## config.mk

```make
export PLATFORM = sky130hd
export DESIGN_NAME = uart_tx_fifo_flat
export DESIGN_NICKNAME = d
export VERILOG_FILES = /design/src/rtl/uart_tx_fifo_if.sv /design/src/rtl/uart_tx_fifo.sv /design/src/flat_wrapper.sv
export SDC_FILE = /design/constraint.sdc
export NUM_CORES = 1
export LEC_CHECK = 0
export BUFFER_PORTS_ARGS = -buffer_cell sky130_fd_sc_hd__buf_2
export CORE_MARGIN = 2
export CORE_UTILIZATION = 38
export DETAILED_ROUTE_END_ITERATION = 16
export MAX_ROUTING_LAYER = met4
export PLACE_DENSITY_LB_ADDON = 0.15
export SYNTH_ARGS = -nofsm -noshare
export SYNTH_HDL_FRONTEND = slang
export SYNTH_SLANG_ARGS = --single-unit
export TNS_END_PERCENT = 20
```

## constraint.sdc

```tcl
create_clock -name clk -period 3 [get_ports clk]
set_input_delay 0.15 -clock clk [delete_from_list [all_inputs] [get_ports clk]]
set_output_delay 0.15 -clock clk [all_outputs]
set_load 0.05 [all_outputs]
```

## src/rtl/uart_tx_fifo_if.sv

```systemverilog
// Handshake bundle between the TX FIFO, the APB register block and uart_tx.
// The master side is the environment (register block plus transmitter); the FIFO is the slave.
interface uart_tx_fifo_if #(
    parameter int PTR_W = 4
);
    logic             wr_en_i;
    logic [7:0]       wr_data_i;
    logic             flush_i;
    logic             ovf_clr_i;
    logic             tx_en_i;
    logic             full_o;
    logic             empty_o;
    logic [PTR_W:0]   count_o;
    logic             overflow_o;
    logic             busy_o;
    logic [31:0]      tx_data_o;
    logic             start_tx_o;
    logic             tx_start_ack_i;
    logic             tx_done_i;

    modport master (
        output wr_en_i, wr_data_i, flush_i, ovf_clr_i, tx_en_i, tx_start_ack_i, tx_done_i,
        input  full_o, empty_o, count_o, overflow_o, busy_o, tx_data_o, start_tx_o
    );

    modport slave (
        input  wr_en_i, wr_data_i, flush_i, ovf_clr_i, tx_en_i, tx_start_ack_i, tx_done_i,
        output full_o, empty_o, count_o, overflow_o, busy_o, tx_data_o, start_tx_o
    );
endinterface

```

## src/rtl/uart_tx_fifo.sv

```systemverilog
// Circular TX byte FIFO feeding uart_tx one frame at a time over start/ack/done.
// The popped byte is held on tx_data_o for the whole frame since uart_tx samples it combinationally.
module uart_tx_fifo #(
    parameter int DEPTH = 16,
    parameter int PTR_W = 4
) (
    input  logic          clk,
    input  logic          reset,
    uart_tx_fifo_if.slave bus
);
    typedef enum logic [1:0] {
        IDLE      = 2'd0,
        REQ       = 2'd1,
        WAIT_DONE = 2'd2
    } state_t;

    localparam logic [PTR_W:0]   FULL_CNT = (PTR_W+1)'(DEPTH);
    localparam logic [PTR_W:0]   CNT_ONE  = (PTR_W+1)'(1);
    localparam logic [PTR_W:0]   CNT_ZERO = (PTR_W+1)'(0);
    localparam logic [PTR_W-1:0] PTR_ONE  = PTR_W'(1);
    localparam logic [PTR_W-1:0] PTR_ZERO = PTR_W'(0);

    logic [7:0]       mem_r [DEPTH];
    logic [PTR_W-1:0] wr_ptr_r, wr_ptr_s;
    logic [PTR_W-1:0] rd_ptr_r, rd_ptr_s;
    logic [PTR_W:0]   count_r, count_s;
    state_t           state_r, state_s;
    logic             pop_s, push_s, drop_s, ovf_s;
    logic             full_r, empty_r, overflow_r, busy_r, start_r;
    logic [7:0]       byte_r;

    // Frame sequencer: one pop per IDLE->REQ, start held until ack, then wait for done.
    always_comb begin
        state_s = state_r;
        pop_s   = 1'b0;
        case (state_r)
            IDLE: begin
                if (bus.tx_en_i && !empty_r && bus.tx_done_i && !bus.flush_i) begin
                    pop_s   = 1'b1;
                    state_s = REQ;
                end else begin
                    state_s = IDLE;
                end
            end
            REQ: begin
                if (bus.tx_start_ack_i) begin
                    state_s = WAIT_DONE;
                end else begin
                    state_s = REQ;
                end
            end
            WAIT_DONE: begin
                if (bus.tx_done_i) begin
                    state_s = IDLE;
                end else begin
                    state_s = WAIT_DONE;
                end
            end
            default: begin
                state_s = IDLE;
            end
        endcase
    end

    // Queue bookkeeping; a pop frees a slot, so a push into a full FIFO on a pop cycle is accepted.
    always_comb begin
        push_s   = bus.wr_en_i && (!full_r || pop_s) && !bus.flush_i;
        drop_s   = bus.wr_en_i && full_r && !pop_s;
        wr_ptr_s = wr_ptr_r;
        rd_ptr_s = rd_ptr_r;
        count_s  = count_r;
        if (bus.flush_i) begin
            wr_ptr_s = PTR_ZERO;
            rd_ptr_s = PTR_ZERO;
            count_s  = CNT_ZERO;
        end else begin
            wr_ptr_s = push_s ? (wr_ptr_r + PTR_ONE) : wr_ptr_r;
            rd_ptr_s = pop_s  ? (rd_ptr_r + PTR_ONE) : rd_ptr_r;
            case ({push_s, pop_s})
                2'b10:   count_s = count_r + CNT_ONE;
                2'b01:   count_s = count_r - CNT_ONE;
                default: count_s = count_r;
            endcase
        end
        if (drop_s) begin
            ovf_s = 1'b1;
        end else if (bus.ovf_clr_i) begin
            ovf_s = 1'b0;
        end else begin
            ovf_s = overflow_r;
        end
    end

    // State, pointers and registered flags derived from next-state values.
    always_ff @(posedge clk) begin
        if (reset) begin
            state_r    <= IDLE;
            wr_ptr_r   <= PTR_ZERO;
            rd_ptr_r   <= PTR_ZERO;
            count_r    <= CNT_ZERO;
            full_r     <= 1'b0;
            empty_r    <= 1'b1;
            overflow_r <= 1'b0;
            busy_r     <= 1'b0;
            start_r    <= 1'b0;
            byte_r     <= 8'h00;
        end else begin
            state_r    <= state_s;
            wr_ptr_r   <= wr_ptr_s;
            rd_ptr_r   <= rd_ptr_s;
            count_r    <= count_s;
            full_r     <= (count_s == FULL_CNT);
            empty_r    <= (count_s == CNT_ZERO);
            overflow_r <= ovf_s;
            busy_r     <= (state_s != IDLE) || (count_s != CNT_ZERO);
            start_r    <= (state_s == REQ);
            if (pop_s) begin
                byte_r <= mem_r[rd_ptr_r];
            end else begin
                byte_r <= byte_r;
            end
        end
    end

    // Storage array; contents need no reset because the pointers define validity.
    always_ff @(posedge clk) begin
        if (push_s) begin
            mem_r[wr_ptr_r] <= bus.wr_data_i;
        end
    end

    assign bus.full_o     = full_r;
    assign bus.empty_o    = empty_r;
    assign bus.count_o    = count_r;
    assign bus.overflow_o = overflow_r;
    assign bus.busy_o     = busy_r;
    assign bus.start_tx_o = start_r;
    assign bus.tx_data_o  = {24'h000000, byte_r};
endmodule

```

## src/flat_wrapper.sv

```systemverilog
// flat-port wrapper written by rule: the top's interface ports become plain ports
module uart_tx_fifo_flat 
#(
    parameter int DEPTH = 16,
    parameter int PTR_W = 4
)
  (clk, reset, bus_wr_en_i, bus_wr_data_i, bus_flush_i, bus_ovf_clr_i, bus_tx_en_i, bus_tx_start_ack_i, bus_tx_done_i, bus_full_o, bus_empty_o, bus_count_o, bus_overflow_o, bus_busy_o, bus_tx_data_o, bus_start_tx_o);
  uart_tx_fifo_if #(.PTR_W(PTR_W)) bus_i ();
  input  logic clk;
  input  logic reset;
  input wire logic [$bits(bus_i.wr_en_i)-1:0] bus_wr_en_i;
  input wire logic [$bits(bus_i.wr_data_i)-1:0] bus_wr_data_i;
  input wire logic [$bits(bus_i.flush_i)-1:0] bus_flush_i;
  input wire logic [$bits(bus_i.ovf_clr_i)-1:0] bus_ovf_clr_i;
  input wire logic [$bits(bus_i.tx_en_i)-1:0] bus_tx_en_i;
  input wire logic [$bits(bus_i.tx_start_ack_i)-1:0] bus_tx_start_ack_i;
  input wire logic [$bits(bus_i.tx_done_i)-1:0] bus_tx_done_i;
  output wire logic [$bits(bus_i.full_o)-1:0] bus_full_o;
  output wire logic [$bits(bus_i.empty_o)-1:0] bus_empty_o;
  output wire logic [$bits(bus_i.count_o)-1:0] bus_count_o;
  output wire logic [$bits(bus_i.overflow_o)-1:0] bus_overflow_o;
  output wire logic [$bits(bus_i.busy_o)-1:0] bus_busy_o;
  output wire logic [$bits(bus_i.tx_data_o)-1:0] bus_tx_data_o;
  output wire logic [$bits(bus_i.start_tx_o)-1:0] bus_start_tx_o;
  assign bus_i.wr_en_i = bus_wr_en_i;
  assign bus_i.wr_data_i = bus_wr_data_i;
  assign bus_i.flush_i = bus_flush_i;
  assign bus_i.ovf_clr_i = bus_ovf_clr_i;
  assign bus_i.tx_en_i = bus_tx_en_i;
  assign bus_i.tx_start_ack_i = bus_tx_start_ack_i;
  assign bus_i.tx_done_i = bus_tx_done_i;
  assign bus_full_o = bus_i.full_o;
  assign bus_empty_o = bus_i.empty_o;
  assign bus_count_o = bus_i.count_o;
  assign bus_overflow_o = bus_i.overflow_o;
  assign bus_busy_o = bus_i.busy_o;
  assign bus_tx_data_o = bus_i.tx_data_o;
  assign bus_start_tx_o = bus_i.start_tx_o;
  uart_tx_fifo #(.DEPTH(DEPTH), .PTR_W(PTR_W)) u_core (.clk(clk), .reset(reset), .bus(bus_i));
endmodule
```

==> run metrics <==
met1 usage 18.9%; # fillers 1458; Slowest cell on crit path dfxtp_2; drt pass-1 iters 4; CTS clock-pin slew for the worst setup and hold paths roughly 0.06 ns; status complete, no violations; number of vias per cell approximately 5; WL/cell between 15 and 20 um; fmax 336 MHz; critical path peak fanout 2; Leak 2.62 nW; internal reg-to-reg setup slack 0.02 ns; hold endpoint u_core.state_r[1]; share of synthesized flip-flops with an asynchronous set or reset 0%; initial antenna violation count 0; final worst slack between 0.02 and 0.025 ns; CP Launch Type flip-flop; CP arrival 3.28 ns; sequential share of the synthesized area 67.7%; Hold Fails Final Rpt 0; die height 135 um; Worst Hold Launch bus_tx_start_ack_i; Root Buffer clkbuf_16; Post-synth EDFFs 128; Starting Density 39.1%; measured slew at the worst slew-check pin 0.713 ns; Rows 47; hold path depth 3; Post-route DRC 0; GRT Max-Usage Layer met2; worst r2r path cells 13; Area Overhead vs Synth 17.5%; crit share post-route 99.2%; RSZ-0062 raised after global routing yes; met2 Usage GRT 22.1%; vias in the first global route 3386; dpl cells about 640; Num CTS Buffers 17; via count 3374; Final Wtd Congestion 0.809; crit path kind reg -> reg; Max clock buf depth 2; Register Area about 4400 um2; htree depth 4; area occupied by multi-input gates 1930 um2; Final HPWL DP 8010 um; die area between 15000 and 20000 um2; fraction of layout cells with a size suffix above 1 28.9%; max incr delay on CP 0.34 ns; Die X roughly 130 um; Power Density approximately 600 nW/um2; Hold Path Class in -> reg; ant diodes 0; Slew Viols, Final 0; Post-Layout Cell Count between 600 and 700; syn_area_per_cell 16.9 um2; Iteration-0 DRC Markers 245; core footprint between 15000 and 20000 um2; max_slew headroom 52.0%; CP Capture Type flip-flop; GRT Total Usage 14.5%; Total Wirelength 12000 um; met3 usage 3.94%; total clock sinks 156; pre-CTS setup slack -0.0137 ns; first-pass GRT wire length 18700 um; Layout Skew 0.00717 ns; crit path time final 2.98 ns; Cell variety after synth 40; I/O pin count 58; yosys warns 0; crit path cell chain nor4_4 > a31oi_2 > nor3b_2 > inv_1 > ha_2 > xor2_1 > ha_2 > a21oi_2 > mux2i_1 > xor2_1 > a21oi_2 > a2111oi_4 > a31oi_1; Hold WS 0.0230 ns; Worst-Skew Late Latency 0.42 ns; VDD IR-drop max 0.412 mV; Final nets 471; Synth Register Bits between 150 and 200; total grt overflow 0; RR Endpoint u_core.bus.busy_o; largest net degree at the start of global routing 36; DRT antenna net count 0; max-cap violations 0; CTS tree built; mapped cell area 6510 um2; Final setup viols 0; critical path required time approximately 3.3 ns; RR Startpoint u_core.bus.empty_o; Synth Instances 384; PortBufs 33; Primary FF master, synth edfxtp_1
==> power breakdown <==
| part | leakage [nW] | switching, mW | total, mW | internal, mW |
|---|---|---|---|---|
| sequential | 1.38 | 0.00506 | 2.35 | 2.35 |
| clock | 0.279 | 0.907 | 2.08 | 1.17 |
| combinational | 0.966 | 0.140 | 0.179 | 0.0395 |
==> flip-flops by register name, indices dropped and copies added, names as in the netlist <==
signal and flops:
u_core.wr_ptr_r 4, u_core.bus.overflow_o 1, u_core.rd_ptr_r 4, u_core.mem_r 128, u_core.bus.count_o 5, u_core.bus.empty_o 1
u_core.byte_r 8, u_core.bus.busy_o 1, u_core.bus.full_o 1, u_core.state_r 2, u_core.bus.start_tx_o 1
==> critical path: cells and delay by family, from the launching register on <==
family,cells,cell delay [ns]
compound gates,5,0.83
xor+xnor,2,0.42
fa+ha+maj,2,0.39
buf+inv,1,0.08
flops,1,0.34
mux,1,0.25
simple gates,2,0.55
==> per-stage QoR <==
step           power, mW  util [%]  setup TNS, ns  cell area (um2)
5_1_grt             4.79      45.9         -0.291             7640
3_5_place_dp        2.57      41.8        -0.0137             6950
2_1_floorplan       2.54         -              0             6600
4_1_cts             4.66      45.4              0             7560
6_report            4.61      45.9              0             7640
3_3_place_gp        2.57      41.8              0             6950
==> Yosys cell counts (5+ instances only) <==
master | n | area (um2)
edfxtp_1 | 128 | 3840
nor2_1 | 30 | 113
dfxtp_1 | 28 | 561
nand2_1 | 25 | 93.8
buf_4 | 24 | 180
mux4_2 | 21 | 473
mux4_1 | 19 | 499
a21oi_1 | 16 | 80.1
clkbuf_1 | 11 | 41.3
ha_1 | 8 | 100
xor2_1 | 7 | 61.3
inv_1 | 6 | 22.5
nor3_1 | 6 | 30.0
buf_2 | 5 | 25.0
nand2b_1 | 5 | 31.3
nor2b_1 | 5 | 31.3
==> metal layers <==
layer	part of all wire (%)	routed length [um]
met3	3.9	468
met1	47	5570
met4	0.91	109
met5	0	0
met2	49	5800
==> worst max path at each step <==
| stage | from | end | slack, ns | cells past startpoint |
|---|---|---|---|---|
| detailed placement | u_core.state_r[1] | u_core.bus.busy_o | -0.01 | 13 |
| finish | u_core.bus.empty_o | u_core.bus.busy_o | 0.02 | 13 |
| global route | u_core.bus.empty_o | u_core.bus.busy_o | -0.17 | 13 |
| floorplan | u_core.state_r[1] | u_core.bus.busy_o | 0.02 | 13 |
| CTS | u_core.state_r[1] | u_core.bus.busy_o | 0.004 | 13 |
| global placement | u_core.state_r[1] | u_core.bus.busy_o | 0.05 | 13 |
==> cells in the final DEF (no fill, tap or decap), types with 7 or more instances in the layout <==
| master | instances |
|---|---|
| conb_1 | 24 |
| mux4_1 | 19 |
| mux4_2 | 21 |
| clkbuf_16 | 17 |
| buf_4 | 31 |
| edfxtp_1 | 128 |
| buf_2 | 33 |
| nand2_1 | 25 |
| a21oi_1 | 14 |
| xor2_1 | 7 |
| dfxtp_1 | 26 |
| nor2_1 | 30 |
==> timing repair <==
action | 4_1_cts | 5_1_grt
resized for setup | 0 | 10
hold endpoints to repair | 1 | 0
pin swaps | 1 | 5
hold buffers | 1 | 0
setup endpoints to repair | 2 | 2
setup buffers | 2 | 3
==> layout make-up <==
| cell class | instances | area share, % |
|---|---|---|
| timing repair buffer | 66 | 5.60 |
| tap | 220 | 3.60 |
| clock inverter | 15 | 2.03 |
| multi-input combinational | 200 | 25.3 |
| clock buffer | 17 | 5.56 |
| sequential | 156 | 57.6 |
| inverter | 6 | 0.295 |
==> cell families (layout without fill, tap and decap cells) <==
family,count (synthesis),in the layout,synth area share (%)
xor+xnor,10,10,1.35
compound gates,31,31,2.84
other cells,1,24,0.0576
simple gates,84,84,6.07
fa+ha+maj,8,8,1.54
flops,156,156,67.7
buf+inv,51,104,5.07
mux,43,43,15.4
No activity file was read; power rests on OpenSTA's default activity.
